`src/rtl/hazard_ctrl_if.sv`:
```
// hazard_ctrl_if
//   Bundles the pipeline-side signals of the hazard controller.
//   master : pipeline / stimulus side (drives ID/EX status, receives controls)
//   slave  : hazard_ctrl itself
//   Signals:
//     id_instr_i[31:0], branch_taken_i, ex_memread_i, ex_rd_i[4:0], ex_mul_i  (to controller)
//     hazard_o, flush_o, pc_write_o, idex_bubble_o, ex_hold_o,
//     stall_cnt_o[CNT_W-1:0]                                                    (from controller)
interface hazard_ctrl_if #(
  parameter int CNT_W = 16
);
  logic [31:0]      id_instr_i;
  logic             branch_taken_i;
  logic             ex_memread_i;
  logic [4:0]       ex_rd_i;
  logic             ex_mul_i;
  logic             hazard_o;
  logic             flush_o;
  logic             pc_write_o;
  logic             idex_bubble_o;
  logic             ex_hold_o;
  logic [CNT_W-1:0] stall_cnt_o;

  modport master (
    output id_instr_i, branch_taken_i, ex_memread_i, ex_rd_i, ex_mul_i,
    input  hazard_o, flush_o, pc_write_o, idex_bubble_o, ex_hold_o, stall_cnt_o
  );

  modport slave (
    input  id_instr_i, branch_taken_i, ex_memread_i, ex_rd_i, ex_mul_i,
    output hazard_o, flush_o, pc_write_o, idex_bubble_o, ex_hold_o, stall_cnt_o
  );
endinterface

```
`src/rtl/hazard_ctrl.sv`:
```
// hazard_ctrl
//   Pipeline hazard controller: load-use stall, branch-taken flush, and a
//   multi-cycle MUL front-end stall FSM, plus a saturating stall-cycle counter.
//   Ports:
//     clk_i  : clock, rising edge
//     rst_i  : asynchronous reset, active-high
//     bus    : hazard_ctrl_if.slave (ID/EX status in, stall/flush controls out)
//   Parameters:
//     MUL_LAT : cycles a MUL occupies EX (>= 2); front end stalls MUL_LAT-1 cycles
//     CNT_W   : width of stall_cnt_o (must match the interface CNT_W)
module hazard_ctrl #(
  parameter int MUL_LAT = 4,
  parameter int CNT_W   = 16
) (
  input  logic           clk_i,
  input  logic           rst_i,
  hazard_ctrl_if.slave   bus
);

  localparam int CW = $clog2(MUL_LAT);

  localparam logic [1:0] IDLE    = 2'd0;
  localparam logic [1:0] BUSY    = 2'd1;
  localparam logic [1:0] RELEASE = 2'd2;

  localparam logic [CW-1:0] CNT_INIT = CW'(MUL_LAT - 2);
  localparam logic [CW-1:0] CNT_ONE  = CW'(1);

  // U-type and JAL carry no rs1
  function automatic logic uses_rs1(input logic [6:0] op);
    case (op)
      7'b0110111, 7'b0010111, 7'b1101111: uses_rs1 = 1'b0;
      default:                            uses_rs1 = 1'b1;
    endcase
  endfunction

  // R-type, store and branch read rs2
  function automatic logic uses_rs2(input logic [6:0] op);
    case (op)
      7'b0110011, 7'b0100011, 7'b1100011: uses_rs2 = 1'b1;
      default:                            uses_rs2 = 1'b0;
    endcase
  endfunction

  logic [1:0]       state_r;
  logic [1:0]       state_nx_s;
  logic [CW-1:0]    cnt_r;
  logic [CW-1:0]    cnt_nx_s;
  logic [CNT_W-1:0] stall_cnt_r;
  logic             mul_stall_s;
  logic             load_use_s;
  logic             hazard_s;
  logic             flush_s;
  logic             bubble_s;
  logic             hold_s;
  logic [4:0]       rs1_s;
  logic [4:0]       rs2_s;
  logic [6:0]       op_s;
  logic             unused_bits_s;

  assign rs1_s = bus.id_instr_i[19:15];
  assign rs2_s = bus.id_instr_i[24:20];
  assign op_s  = bus.id_instr_i[6:0];
  assign unused_bits_s = ^{bus.id_instr_i[31:25], bus.id_instr_i[14:7]};

  // Load-use detect; x0 as destination never hazards (covers flushed all-zero slots)
  assign load_use_s = bus.ex_memread_i && (bus.ex_rd_i != 5'd0) &&
                      ((uses_rs1(op_s) && (rs1_s == bus.ex_rd_i)) ||
                       (uses_rs2(op_s) && (rs2_s == bus.ex_rd_i)));

  // MUL stall FSM next-state logic
  always_comb begin
    state_nx_s  = state_r;
    cnt_nx_s    = cnt_r;
    mul_stall_s = 1'b0;
    case (state_r)
      IDLE: begin
        if (bus.ex_mul_i) begin
          mul_stall_s = 1'b1;
          if (MUL_LAT == 2) begin
            state_nx_s = RELEASE;
          end else begin
            state_nx_s = BUSY;
            cnt_nx_s   = CNT_INIT;
          end
        end else begin
          state_nx_s = IDLE;
        end
      end
      BUSY: begin
        mul_stall_s = 1'b1;
        if (cnt_r == CNT_ONE) begin
          state_nx_s = RELEASE;
        end else begin
          cnt_nx_s = cnt_r - CNT_ONE;
        end
      end
      // Same MUL still visible in EX here, so ex_mul_i is ignored
      RELEASE: begin
        state_nx_s = IDLE;
      end
      default: begin
        state_nx_s = IDLE;
        cnt_nx_s   = '0;
      end
    endcase
  end

  // Output priority: MUL stall freezes ID, then load-use, then branch flush
  always_comb begin
    hazard_s = 1'b0;
    flush_s  = 1'b0;
    bubble_s = 1'b0;
    hold_s   = 1'b0;
    if (rst_i) begin
      hazard_s = 1'b0;
    end else if (mul_stall_s) begin
      hazard_s = 1'b1;
      hold_s   = 1'b1;
    end else if (load_use_s) begin
      // A branch in the stalled slot is re-resolved next cycle
      hazard_s = 1'b1;
      bubble_s = 1'b1;
    end else if (bus.branch_taken_i) begin
      flush_s = 1'b1;
    end else begin
      hazard_s = 1'b0;
    end
  end

  assign bus.hazard_o      = hazard_s;
  assign bus.flush_o       = flush_s;
  assign bus.pc_write_o    = !hazard_s;
  assign bus.idex_bubble_o = bubble_s;
  assign bus.ex_hold_o     = hold_s;
  assign bus.stall_cnt_o   = stall_cnt_r;

  // FSM state and down-counter registers
  always_ff @(posedge clk_i or posedge rst_i) begin
    if (rst_i) begin
      state_r <= IDLE;
      cnt_r   <= '0;
    end else begin
      state_r <= state_nx_s;
      cnt_r   <= cnt_nx_s;
    end
  end

  // Saturating count of stalled cycles
  always_ff @(posedge clk_i or posedge rst_i) begin
    if (rst_i) begin
      stall_cnt_r <= '0;
    end else if (hazard_s && (stall_cnt_r != '1)) begin
      stall_cnt_r <= stall_cnt_r + CNT_W'(1);
    end else begin
      stall_cnt_r <= stall_cnt_r;
    end
  end

endmodule
```
`src/flat_wrapper.sv`:
```
// flat-port wrapper written by rule: the top's interface ports become plain ports
module hazard_ctrl_flat 
#(
  parameter int MUL_LAT = 4,
  parameter int CNT_W   = 16
)
  (clk_i, rst_i, bus_id_instr_i, bus_branch_taken_i, bus_ex_memread_i, bus_ex_rd_i, bus_ex_mul_i, bus_hazard_o, bus_flush_o, bus_pc_write_o, bus_idex_bubble_o, bus_ex_hold_o, bus_stall_cnt_o);
  hazard_ctrl_if #(.CNT_W(CNT_W)) bus_i ();
  input  logic clk_i;
  input  logic rst_i;
  input wire logic [$bits(bus_i.id_instr_i)-1:0] bus_id_instr_i;
  input wire logic [$bits(bus_i.branch_taken_i)-1:0] bus_branch_taken_i;
  input wire logic [$bits(bus_i.ex_memread_i)-1:0] bus_ex_memread_i;
  input wire logic [$bits(bus_i.ex_rd_i)-1:0] bus_ex_rd_i;
  input wire logic [$bits(bus_i.ex_mul_i)-1:0] bus_ex_mul_i;
  output wire logic [$bits(bus_i.hazard_o)-1:0] bus_hazard_o;
  output wire logic [$bits(bus_i.flush_o)-1:0] bus_flush_o;
  output wire logic [$bits(bus_i.pc_write_o)-1:0] bus_pc_write_o;
  output wire logic [$bits(bus_i.idex_bubble_o)-1:0] bus_idex_bubble_o;
  output wire logic [$bits(bus_i.ex_hold_o)-1:0] bus_ex_hold_o;
  output wire logic [$bits(bus_i.stall_cnt_o)-1:0] bus_stall_cnt_o;
  assign bus_i.id_instr_i = bus_id_instr_i;
  assign bus_i.branch_taken_i = bus_branch_taken_i;
  assign bus_i.ex_memread_i = bus_ex_memread_i;
  assign bus_i.ex_rd_i = bus_ex_rd_i;
  assign bus_i.ex_mul_i = bus_ex_mul_i;
  assign bus_hazard_o = bus_i.hazard_o;
  assign bus_flush_o = bus_i.flush_o;
  assign bus_pc_write_o = bus_i.pc_write_o;
  assign bus_idex_bubble_o = bus_i.idex_bubble_o;
  assign bus_ex_hold_o = bus_i.ex_hold_o;
  assign bus_stall_cnt_o = bus_i.stall_cnt_o;
  hazard_ctrl #(.MUL_LAT(MUL_LAT), .CNT_W(CNT_W)) u_core (.clk_i(clk_i), .rst_i(rst_i), .bus(bus_i));
endmodule
```
`config.mk`:
```
export PLATFORM = sky130hd
export DESIGN_NAME = hazard_ctrl_flat
export DESIGN_NICKNAME = d
export VERILOG_FILES = /design/src/rtl/hazard_ctrl_if.sv /design/src/rtl/hazard_ctrl.sv /design/src/flat_wrapper.sv
export SDC_FILE = /design/constraint.sdc
export NUM_CORES = 1
export LEC_CHECK = 0
export CELL_PAD_IN_SITES_DETAIL_PLACEMENT = 1
export CELL_PAD_IN_SITES_GLOBAL_PLACEMENT = 1
export CORE_MARGIN = 4
export CORE_UTILIZATION = 28
export DETAILED_ROUTE_END_ITERATION = 8
export PLACE_DENSITY_LB_ADDON = 0.12
export SLEW_MARGIN = 20
export SYNTH_ARGS = -nofsm -noshare
export SYNTH_HDL_FRONTEND = slang
export SYNTH_SLANG_ARGS = --single-unit
export TNS_END_PERCENT = 1
```
`constraint.sdc`:
```
create_clock -name clk_i -period 2.3 [get_ports clk_i]
set_clock_uncertainty 0.15 [all_clocks]
set_input_delay 0.23 -clock clk_i [delete_from_list [all_inputs] [get_ports clk_i]]
set_output_delay 0.23 -clock clk_i [all_outputs]
set_load 0.02 [all_outputs]
```
# Word level (Yosys, flattened, before mapping)
# Cells that the tools add are included.
[word_totals] n_memories=0 reg_bits=20 latchBits=0 mem_bits_ro=0 ramBits=0 in_bits=42 output_inout_bits=21 wordCells=54
[op_classes] n_reduce_logical=12 mul=0 n_div=0 n_addsub=2 eq_ne=15 shift=0 mux=21 order_cmp=0 n_bitwise=1
[op_table] op="7-bit by 6-bit == test with 1-bit output, second input constant" count=3
[op_table] op="16-bit by 1-bit adder with 16-bit output, second input constant" count=1
[op_table] op="16-bit inequality test, second input constant" count=1
[op_table] op="1-bit two-way mux" count=15
[op_table] op="7-bit == test, second input constant" count=2
[op_table] op="5-bit == test" count=2
[op_table] op="7-bit by 5-bit == test with 1-bit output, second input constant" count=1
[op_table] op="2-bit two-way mux" count=3
[op_table] op="2-bit one-hot mux with 3 select lines" count=1
[op_table] op="3-bit OR reduction" count=2
[op_table] op="1-bit logical AND" count=5
[op_table] op="5-bit nonzero test" count=1
[op_table] op="2-bit by 1-bit == test with 1-bit output, second input constant" count=2
[op_table] op="2-bit inequality test, second input constant" count=2
[op_table] op="2-bit one-hot mux with 2 select lines" count=1
[op_table] op="3-bit AND reduction" count=1
[op_table] op="2-bit == test, second input constant" count=1
[op_table] op="2-bit logical NOT" count=1
[op_table] op="2-bit by 1-bit inequality test with 1-bit output, second input constant" count=1
[op_table] op="1-bit one-hot mux with 2 select lines" count=1
[op_table] op="2-bit by 1-bit subtractor with 2-bit output, second input constant" count=1
[op_table] op="1-bit logical NOT" count=1
[op_table] op="1-bit logical OR" count=1
[op_table] op="1-bit inverter" count=1

# Logic depth before layout (Yosys ltp)
# Gate-level depths: netlist of the first run.
[depth] word_depth=10 mapped_depth=7 mapped_depth_nobuf=6

# Worst setup path before layout of the first run
# Ideal clock, no wire load.
[synth_path] path_kind="input to register" from="input port bus_id_instr_i[3]" to="register u_core.stall_cnt_r[1], in the netlist u_core.bus.stall_cnt_o[1]" stages=6 arrival_time_ns=1.747 required_ns=2.022 setup_slack_ns=0.275 setup_time_ns=0.128 path_buffers=0 cell_sequence="or3b_1 nor4_2 a41oi_1 and2_4 nor3_4 mux2_1"
[synth_via] elab_chain_len=10
[synth_lines] item="start, declared" line_no="flat_wrapper.sv:11" rtl="input wire logic [$bits(bus_i.id_instr_i)-1:0] bus_id_instr_i;"
[synth_lines] item="7-bit by 6-bit == test with 1-bit output, or another cell as far along" line_no="hazard_ctrl.sv:31" rtl="case (op)"
[synth_lines] item="3-bit OR reduction, on equally long branches" line_no="hazard_ctrl.sv:31, hazard_ctrl.sv:39"
[synth_lines] item="1-bit two-way mux, on equally long branches" line_no="hazard_ctrl.sv:31, hazard_ctrl.sv:39"
[synth_lines] item="1-bit logical AND, on equally long branches" line_no="hazard_ctrl.sv:68, hazard_ctrl.sv:69"
[synth_lines] item="1-bit logical OR *" line_no="hazard_ctrl.sv:68" rtl="((uses_rs1(op_s) && (rs1_s == bus.ex_rd_i)) ||"
[synth_lines] item="1-bit logical AND *" line_no="hazard_ctrl.sv:67" rtl="assign load_use_s = bus.ex_memread_i && (bus.ex_rd_i != 5'd0) &&"
[synth_lines] item="1-bit two-way mux *" line_no="hazard_ctrl.sv:120" rtl="end else if (load_use_s) begin"
[synth_lines] item="1-bit two-way mux *" line_no="hazard_ctrl.sv:117" rtl="end else if (mul_stall_s) begin"
[synth_lines] item="1-bit two-way mux *" line_no="hazard_ctrl.sv:115" rtl="if (rst_i) begin"
[synth_lines] item="1-bit logical AND *" line_no="hazard_ctrl.sv:153" rtl="end else if (hazard_s && (stall_cnt_r != '1)) begin"
[synth_lines] item="end signal, assigned" line_no="hazard_ctrl.sv:154" rtl="stall_cnt_r <= stall_cnt_r + CNT_W'(1);"
[synth_lines] item="end signal, assigned" line_no="hazard_ctrl.sv:156" rtl="stall_cnt_r <= stall_cnt_r;"
[synth_lines] item="end, declared" line_no="hazard_ctrl.sv:49" rtl="logic [CNT_W-1:0] stall_cnt_r;"
# Every way passes the cells marked *; elsewhere a longest branch is shown, timed or not.
# A chain may end at the register's enable or synchronous reset.

# Worst setup path after layout of the first run
[layout_path] from="input port bus_id_instr_i[15]" to="register u_core.stall_cnt_r[1], in the netlist u_core.bus.stall_cnt_o[1]"
[layout_via] elab_chain_len=8
[layout_lines] item="5-bit == test" line_no="hazard_ctrl.sv:68"
[layout_lines] item="1-bit logical AND" line_no="hazard_ctrl.sv:68"
[layout_lines] item="1-bit logical OR" line_no="hazard_ctrl.sv:68"
[layout_lines] item="1-bit logical AND" line_no="hazard_ctrl.sv:67"
[layout_lines] item="1-bit two-way mux" line_no="hazard_ctrl.sv:120"
[layout_lines] item="1-bit two-way mux" line_no="hazard_ctrl.sv:117"
[layout_lines] item="1-bit two-way mux" line_no="hazard_ctrl.sv:115"
[layout_lines] item="1-bit logical AND" line_no="hazard_ctrl.sv:153"
# Every way passes these cells.

==> reports/qor.yml, run 1 <==
synthesis:
  synth_top_area_share: 0.411
  synth.most_common_cell: "xnor2_1"
  syn_nets: 172
  syn-instance-count: 128
  synth_xor_area_frac: 0.187
  yosys.area.top_type: "dfrtp_1"
  synth-compound-area-share: 0.0781
  synthMuxAreaShare: 0.00925
  yosys_warnings: 0
  yosysSeqAreaShare: 0.411
  synth_simple_gate_area_frac: 0.266
  async_reset_ff_frac: 1.00
  netlist_area_um2: 1220
  synth-edff-count: 0
  synth_top_family_by_area: "simple AND/OR/NAND/NOR gates"
  netlist_top_cells_count: "21 x xnor2_1, 20 x dfrtp_1, 14 x nand3_1"
  synth-seq-cells: 20
  synthAdderAreaFrac: 0.0206
  synth_area_leaders: "dfrtp_1 41%, xnor2_1 15%, nand3_1 5.8%, and3_1 3.6%, xor2_1 3.6%"
  synth_cell_types: 31
  synth_flop_cell: "dfrtp_1"
  syn_avg_cell_area_um2: 9.51
die:
  num_rows: 23
  ios: 63
  coreArea_um2: 4120
  dieArea_um2: 5470
  start_util: 0.296
  fp.dieW_um: 73.9
  die_y_um: 73.9
grt:
  grt_overflow: 0
  grt_pass1_wl_mm: 6.37
  grt_max_degree: 21
  grt_pass1_vias: 1318
  antenna_found_initial: 0
  grt.total_usage: 0.150
placement:
  globalplace.congestion: 0.810
  hpwl_mm: 3.07
  place_area_um2: 1860
  io_buffers: 47
  dp_slack_ns: -0.616
sta:
  fmax_mhz: 450
  hold_ws_ns: 0.291
  min_period_ns: 2.22
  slew_violations: 0
  hold_viol: 0
  fin_setup_tns_ns: 0
  min_period_over_period: 0.967
  rsz0062_at_grt: "yes"
  setup_slack_ns: 0.0757
  setup_viol: 0
  tightest_slew_ns: 0.451
  slew_headroom: 0.697
critical_path:
  worstPathRequired_ns: 2.29
  rr_worst_depth: 7
  reg2reg_slack_ns: 0.26
  timing.rr.start: "u_core.state_r[1]"
  rr_endpoint: "u_core.bus.stall_cnt_o[7]"
  crit_path_end_kind: "register"
  crit_type: "in2reg"
  critPathMaxFanout: 2
  worstPathArrival_ns: 2.21
  critPathLaunchType: "input pin"
routing:
  firstDrtPassIters: 2
  postRouteAntennaNets: 0
  avgRoutedWirePerCell_um: 15.9
  routed_via_density: 5.03
  drt_iter0_drc: 32
  vias: 1227
  route.detailed.drc: 0
  routed_wl_mm: 3.87
clock_network:
  htreeDepth: 1
  cts_inserted_buffers: 3
  cts_tree: "done"
  clock_sinks: 20
  cts.clk_slew.worst_paths_ns: 0.08
  clk_path_buf_depth: 2
  holdBufCountCts: 0
  clock_latency_ns: 0.26
  root_buffer: "clkbuf_8"
worst_hold_path:
  hold_class: "in2async"
cells_and_area:
  postLayoutCellArea_um2: 1970
  fin_util: 0.478
  fillers: 478
  drive_gt1_frac: 0.165
  area_growth_pct: 61.5
  insertedDiodeCount: 0
  final_nets: 239
flow_run:
  maxCapViolCount: 0
power_and_ir_drop:
  power_switching_mw: 0.627
  seqPwrFrac: 0.345
  pwr-share-comb: 0.487
  peakVddDrop_mv: 0.517
  power_frac_clock: 0.168
  power_density_nw_per_um2: 818
  p_int_mw: 0.982
  leakage_nw: 0.906
  power.share.switching: 0.390
status:
  status: "finished, final reports clean"
[power groups by stage]
stage / clock network [mW] / logic, mW / registers, mW
6_report: 0.270 / 0.784 / 0.554
5_1_grt: 0.302 / 0.856 / 0.574
4_1_cts: 0.281 / 0.790 / 0.555
3_5_place_dp: 0 / 0.792 / 0.557
3_3_place_gp: 0 / 0.763 / 0.553
2_1_floorplan: 0 / 0.376 / 0.598
[worst max-delay path: stages]
cell	delay [ns]
clkdlybuf4s50_1	0.47
xnor2_1	0.12
nand3_1	0.11
a311o_1	0.35
buf_4	0.15
buf_4	0.12
and2_4	0.14
nor3_4	0.19
mux2_1	0.34
[cells in the final DEF (no fill, tap or decap), types with 7 or more instances in the layout]
master	instances
dlymetal6s2s_1	9
nand3_1	14
nor2_1	8
clkdlybuf4s50_1	32
nand2_1	7
buf_4	15
and3_1	7
inv_1	7
xnor2_1	19
dfrtp_1	20
[cell families after synthesis]
kind of cell,after synthesis
buffers and inverters,8
flip-flops,20
XOR/XNOR,26
adder cells (fa/ha/maj),2
AND/OR/NAND/NOR,56
multiplexers,1
AO/OA/AOI/OAI,15
[what timing repair did]
item | CTS | global route
gates resized for setup | 24 | 14
setup buffers | 0 | 1
pin swaps | 2 | 6
hold endpoints to repair | 0 | 0
endpoints found under the setup margin | 6 | 7
[routing by layer]
metal / global-route usage / up-vias / routed length, um
li1: - / 584 / -
met1: 0.185 / 605 / 1730
met2: 0.267 / 32 / 1930
met3: 0.0324 / 6 / 162
met4: 0.0362 / 0 / 47
met5: 0 / - / 0
[flip-flops by register name, summed over array words and instances (netlist names)]
signal and count:
u_core.cnt_r 2, u_core.bus.stall_cnt_o 16, u_core.state_r 2
[worst max path at each step]
stage | end | slack [ns] | from
2_1_floorplan | u_core.bus.stall_cnt_o[1] | 0.27 | bus_id_instr_i[3]
3_3_place_gp | bus_idex_bubble_o | -0.55 | bus_id_instr_i[5]
3_5_place_dp | bus_idex_bubble_o | -0.62 | bus_id_instr_i[5]
4_1_cts | bus_flush_o | -0.06 | bus_id_instr_i[5]
5_1_grt | bus_flush_o | -0.008 | bus_id_instr_i[15]
6_report | u_core.bus.stall_cnt_o[1] | 0.08 | bus_id_instr_i[15]
[final cells by class]
cell class / instances / area (um^2) / area share
Tap cell: 50 / 62.6 / 0.0318
Inverter: 7 / 26.3 / 0.0134
Multi-Input combinational cell: 100 / 721 / 0.367
Clock buffer: 4 / 55.1 / 0.0280
Timing Repair Buffer: 63 / 601 / 0.306
Sequential cell: 20 / 500 / 0.255
[metrics by stage]
step / std cells / power, mW
2_1_floorplan: 128 / 0.974
3_3_place_gp: 239 / 1.32
3_5_place_dp: 239 / 1.35
4_1_cts: 243 / 1.63
5_1_grt: 244 / 1.73
6_report: 244 / 1.61
(Power assumes the default switching activity.)
==> run 2: changes to the inputs <==
- CORE_ASPECT_RATIO: default -> 0.8
- CORE_MARGIN: 4 -> 2
==> run 2 against run 1 <==
Net effect:
- design area is 2.0% lower
- first-iteration DRC count is 3.1% lower
- critical path depth is 2 lower
- die area is 10% lower
- register-to-register slack better by 0.05 ns
- utilization is 1.6 points lower
- global-route usage is 0.72 points higher
- clock power is 15% lower
- non-clock buffer count is 1 lower
- via count is 3.8% lower
==> reports/qor.yml, run 2 (synthesis results as in run 1) <==
power_and_ir_drop:
  fin_total_pwr_mw: 1.57
  power_density_nw_per_um2: 817
  leakage_nw: 0.836
  peakVddDrop_mv: 0.432
sta:
  min_period_over_period: 0.975
  slew_violations: 0
  hold_viol: 0
  fin_setup_tns_ns: 0
  tightest_slew_ns: 0.347
  setup_slack_ns: 0.0583
  slew_headroom: 0.768
  hold_ws_ns: 0.292
  min_period_ns: 2.24
  fmax_mhz: 446
  setup_viol: 0
critical_path:
  worstPathRequired_ns: 1.92
  worstPathCellList: "clkdlybuf4s50_1 > xnor2_1 > nand2_1 > a311o_1 > a21o_1 > and4_1 > buf_4"
  reg2reg_slack_ns: 0.31
  timing.rr.start: "u_core.bus.stall_cnt_o[0]"
  cp_slowest_cell: "clkdlybuf4s50_1"
  path_depth: 7
  cp_num_buf_inv: 2
  rr_worst_depth: 7
  critPathMaxFanout: 3
  critical_path.top_delay_family: "buffers and inverters"
  critPathMaxStageDelay_ns: 0.55
  crit_type: "in2out"
  critPathLaunchType: "input pin"
  worstPathArrival_ns: 1.86
  rr_endpoint: "u_core.bus.stall_cnt_o[6]"
  crit_path_end_kind: "primary output"
grt:
  grt_max_degree: 21
  grt_pass1_wl_mm: 6.02
  grt_overflow: 0
  antenna_found_initial: 0
  grt_pass1_vias: 1209
  grt.total_usage: 0.157
die:
  ios: 63
  fp.dieW_um: 77.7
  dieArea_um2: 4890
  coreArea_um2: 4180
  start_util: 0.291
  num_rows: 21
  die_y_um: 63.0
cells_and_area:
  multi_input_area_um2: 716
  regArea_um2: 500
  fin_util: 0.461
  area_growth_pct: 58.3
  insertedDiodeCount: 0
  fillers: 482
  largest_register_ffs: 16
  final_nets: 238
  stdcell_count: 249
  final_common_cell: "clkdlybuf4s50_1"
  drive_gt1_frac: 0.156
  postLayoutCellArea_um2: 1930
  layout_common_cells: "36 x clkdlybuf4s50_1, 20 x xnor2_1, 20 x dfrtp_1"
placement:
  place_area_um2: 1860
  globalplace.congestion: 0.883
  placed_cells: 246
  hpwl_mm: 2.99
  dp_slack_ns: -0.569
  io_buffers: 47
clock_network:
  clk_path_buf_depth: 2
  clock_latency_ns: 0.26
  cts.clk_slew.worst_paths_ns: 0.07
  cts_setup_buffers: 0
  cts_tree: "done"
  holdBufCountCts: 0
  htreeDepth: 1
  root_buffer: "clkbuf_8"
  cts_inserted_buffers: 3
  clock_sinks: 20
routing:
  vias: 1180
  route.detailed.drc: 0
  routed_via_density: 4.74
  avgRoutedWirePerCell_um: 14.7
  routed_wl_mm: 3.65
  firstDrtPassIters: 4
  postRouteAntennaNets: 0
  drt_iter0_drc: 31
worst_hold_path:
  hold_class: "in2async"
flow_run:
  maxCapViolCount: 0
status:
  status: "finished, final reports clean"
run 2: changes by cell type in the layout (fill, tap and decap cells not counted):
cell | before | now
nor3_1 | 3 | 2
nor3_2 | 0 | 1
a41oi_2 | 1 | 0
clkdlybuf4s50_1 | 32 | 36
dlymetal6s2s_1 | 9 | 3
buf_6 | 2 | 1
dlygate4sd2_1 | 2 | 4
xnor2_2 | 2 | 1
a41oi_1 | 0 | 1
clkbuf_8 | 4 | 3
nand3_1 | 14 | 13
xnor2_1 | 19 | 20
nand3_2 | 0 | 1
run 2: layer usage:
layer / track usage / routed length [um]
met5: 0 / 0
met4: 0.0335 / 29
met3: 0.0419 / 110
met2: 0.253 / 1750
met1: 0.212 / 1760
run 2: timing repair:
item                                    CTS  global route
endpoints found under the setup margin    5             5
resized for setup                        25             8
pin swaps                                 8             6
run 2: worst min-delay path, stage by stage:
cell             delay (ns)
clkdlybuf4s50_1        0.48
inv_1                  0.10
buf_4                  0.28
run 2: power by group:
| part | internal (mW) | leakage, nW | total [mW] | switching (mW) |
|---|---|---|---|---|
| registers | 0.443 | 0.261 | 0.542 | 0.0996 |
| logic | 0.391 | 0.553 | 0.802 | 0.411 |
| clock network | 0.117 | 0.0216 | 0.230 | 0.113 |
run 2: final cells by class:
class                           count  share of cell area
Inverter                            7              0.0136
Multi-Input combinational cell    100               0.371
Tap cell                           57              0.0370
Timing Repair Buffer               62               0.297
Sequential cell                    20               0.260
Clock buffer                        3              0.0214
run 2: worst max-delay path by stage:
stage,from,to,slack (ns)
2_1_floorplan,bus_id_instr_i[3],u_core.bus.stall_cnt_o[1],0.27
3_3_place_gp,bus_id_instr_i[5],bus_idex_bubble_o,-0.55
3_5_place_dp,bus_id_instr_i[3],bus_idex_bubble_o,-0.57
4_1_cts,bus_id_instr_i[5],bus_flush_o,-0.006
5_1_grt,bus_ex_rd_i[4],bus_hazard_o,-0.005
6_report,bus_ex_rd_i[4],bus_flush_o,0.06
==> run 3: changes to the inputs <==
- CORE_UTILIZATION: 28 -> 30
- CTS_BUF_LIST: default -> sky130_fd_sc_hd__clkbuf_16
- clock period: 2.3 -> 2.6 ns (I/O delays scaled with it)
==> run 3 against run 2 <==
Net effect:
- non-clock buffer count fell by 2
- combinational power fell by 15%
- register-to-register slack improved by 0.10 ns
- critical path depth is the same
- sequential share of layout area hardly changed
==> reports/qor.yml, run 3 (synthesis results as in run 1) <==
status:
  status: "finished, final reports clean"
critical_path:
  worstPathArrival_ns: 2.15
  worstPathCellList: "clkdlybuf4s50_1 > or3b_4 > nor4_4 > a41oi_1 > nand2_1 > nand2b_1 > dlygate4sd2_1"
  critPathMaxStageDelay_ns: 0.48
  critPathMaxFanout: 2
  crit_path_end_kind: "primary output"
  critPathLaunchType: "input pin"
  crit_type: "in2out"
  worstPathRequired_ns: 2.19
  rr_worst_depth: 6
  cp_slowest_cell: "clkdlybuf4s50_1"
cells_and_area:
  final_nets: 236
  postLayoutCellArea_um2: 1930
  stdcell_count: 246
  layout_common_cells: "43 x clkdlybuf4s50_1, 21 x xnor2_1, 20 x dfrtp_1"
  fillers: 474
  largest_register_ffs: 16
  insertedDiodeCount: 0
  final_common_cell: "clkdlybuf4s50_1"
  fin_util: 0.500
  drive_gt1_frac: 0.126
  area_growth_pct: 58.4
die:
  start_util: 0.316
  num_rows: 20
  ios: 63
  coreArea_um2: 3850
  fp.dieW_um: 75.2
  dieArea_um2: 4590
  die_y_um: 61.0
sta:
  min_period_over_period: 0.986
  slew_headroom: 0.635
  min_period_ns: 2.56
  rsz0062_at_grt: "yes"
  slew_violations: 0
  tightest_slew_ns: 0.543
  fmax_mhz: 390
  fin_setup_tns_ns: 0
  setup_viol: 0
  hold_viol: 0
routing:
  route.detailed.drc: 0
  routed_wl_mm: 3.50
  firstDrtPassIters: 3
  routed_via_density: 4.80
  avgRoutedWirePerCell_um: 14.2
  postRouteAntennaNets: 0
  drt_iter0_drc: 51
  vias: 1180
grt:
  grt_overflow: 0
  grt_pass1_wl_mm: 6.00
  antenna_found_initial: 0
  grt.total_usage: 0.176
  grt_max_degree: 21
  grt_pass1_vias: 1282
placement:
  globalplace.congestion: 0.735
  placed_cells: 242
  hpwl_mm: 2.84
  place_area_um2: 1850
  io_buffers: 47
clock_network:
  clk_path_buf_depth: 2
  htreeDepth: 1
  cts_setup_buffers: 0
  cts_inserted_buffers: 3
  clock_latency_ns: 0.25
  root_buffer: "clkbuf_16"
  holdBufCountCts: 0
  cts_tree: "done"
  cts.clk_slew.worst_paths_ns: 0.05
  clock_sinks: 20
flow_run:
  maxCapViolCount: 0
power_and_ir_drop:
  peakVddDrop_mv: 0.547
  leakage_nw: 0.800
  power_density_nw_per_um2: 771
worst_hold_path:
  hold_class: "in2async"
## run 3: critical path: cells and delay by family
kind	cells	cell delay, ns
buf+inv	2	0.81
compound gates	1	0.18
simple gates	4	0.90
## run 3: timing repair
action | 4_1_cts | 5_1_grt
pin swaps | 1 | 3
setup endpoints to repair | 4 | 4
gates cloned | 0 | 0
resized for setup | 7 | 9
## run 3: worst paths after layout
kind | from | to | slack, ns
worst max register to register | u_core.bus.stall_cnt_o[5] | u_core.bus.stall_cnt_o[6] | 0.41
max in group asynchronous | rst_i | u_core.state_r[1] | 1.76
min in group clk_i | u_core.bus.stall_cnt_o[14] | u_core.bus.stall_cnt_o[14] | 0.34
worst max-delay path | bus_id_instr_i[5] | bus_pc_write_o | 0.04
worst min register to register | u_core.bus.stall_cnt_o[14] | u_core.bus.stall_cnt_o[14] | 0.34
worst min-delay path | rst_i | u_core.bus.stall_cnt_o[15] | 0.34
## run 3: through the flow
stage	hold WS (ns)	power (mW)	setup slack [ns]
floorplan	0.0793	0.861	0.519
global placement	0.330	1.16	-0.307
detailed placement	0.337	1.18	-0.409
CTS	0.325	1.50	0.00536
global route	0.364	1.59	-0.0952
finish	0.336	1.49	0.0357
## run 3: area by class of cell
class                           instances  area (um^2)  share of cell area
Inverter                                7         26.3              0.0136
Clock buffer                            3         75.1              0.0389
Timing Repair Buffer                   60          554               0.287
Multi-Input combinational cell        100          699               0.363
Clock inverter                          1         3.75             0.00195
Sequential cell                        20          500               0.260
Tap cell                               55         68.8              0.0357
## run 3: power breakdown
part           leakage (nW)  internal [mW]  switching, mW  total, mW
Combinational         0.500          0.336          0.342      0.679
Clock                0.0385          0.205          0.112      0.317
Sequential            0.261          0.392         0.0983      0.491
## run 3: per-layer routing
layer | GRT usage | share of wire | wire [um]
met3 | 0.0349 | 0.041 | 144
met4 | 0.0526 | 0.010 | 36
met5 | 0 | 0 | 0
met2 | 0.311 | 0.48 | 1680
met1 | 0.220 | 0.47 | 1640
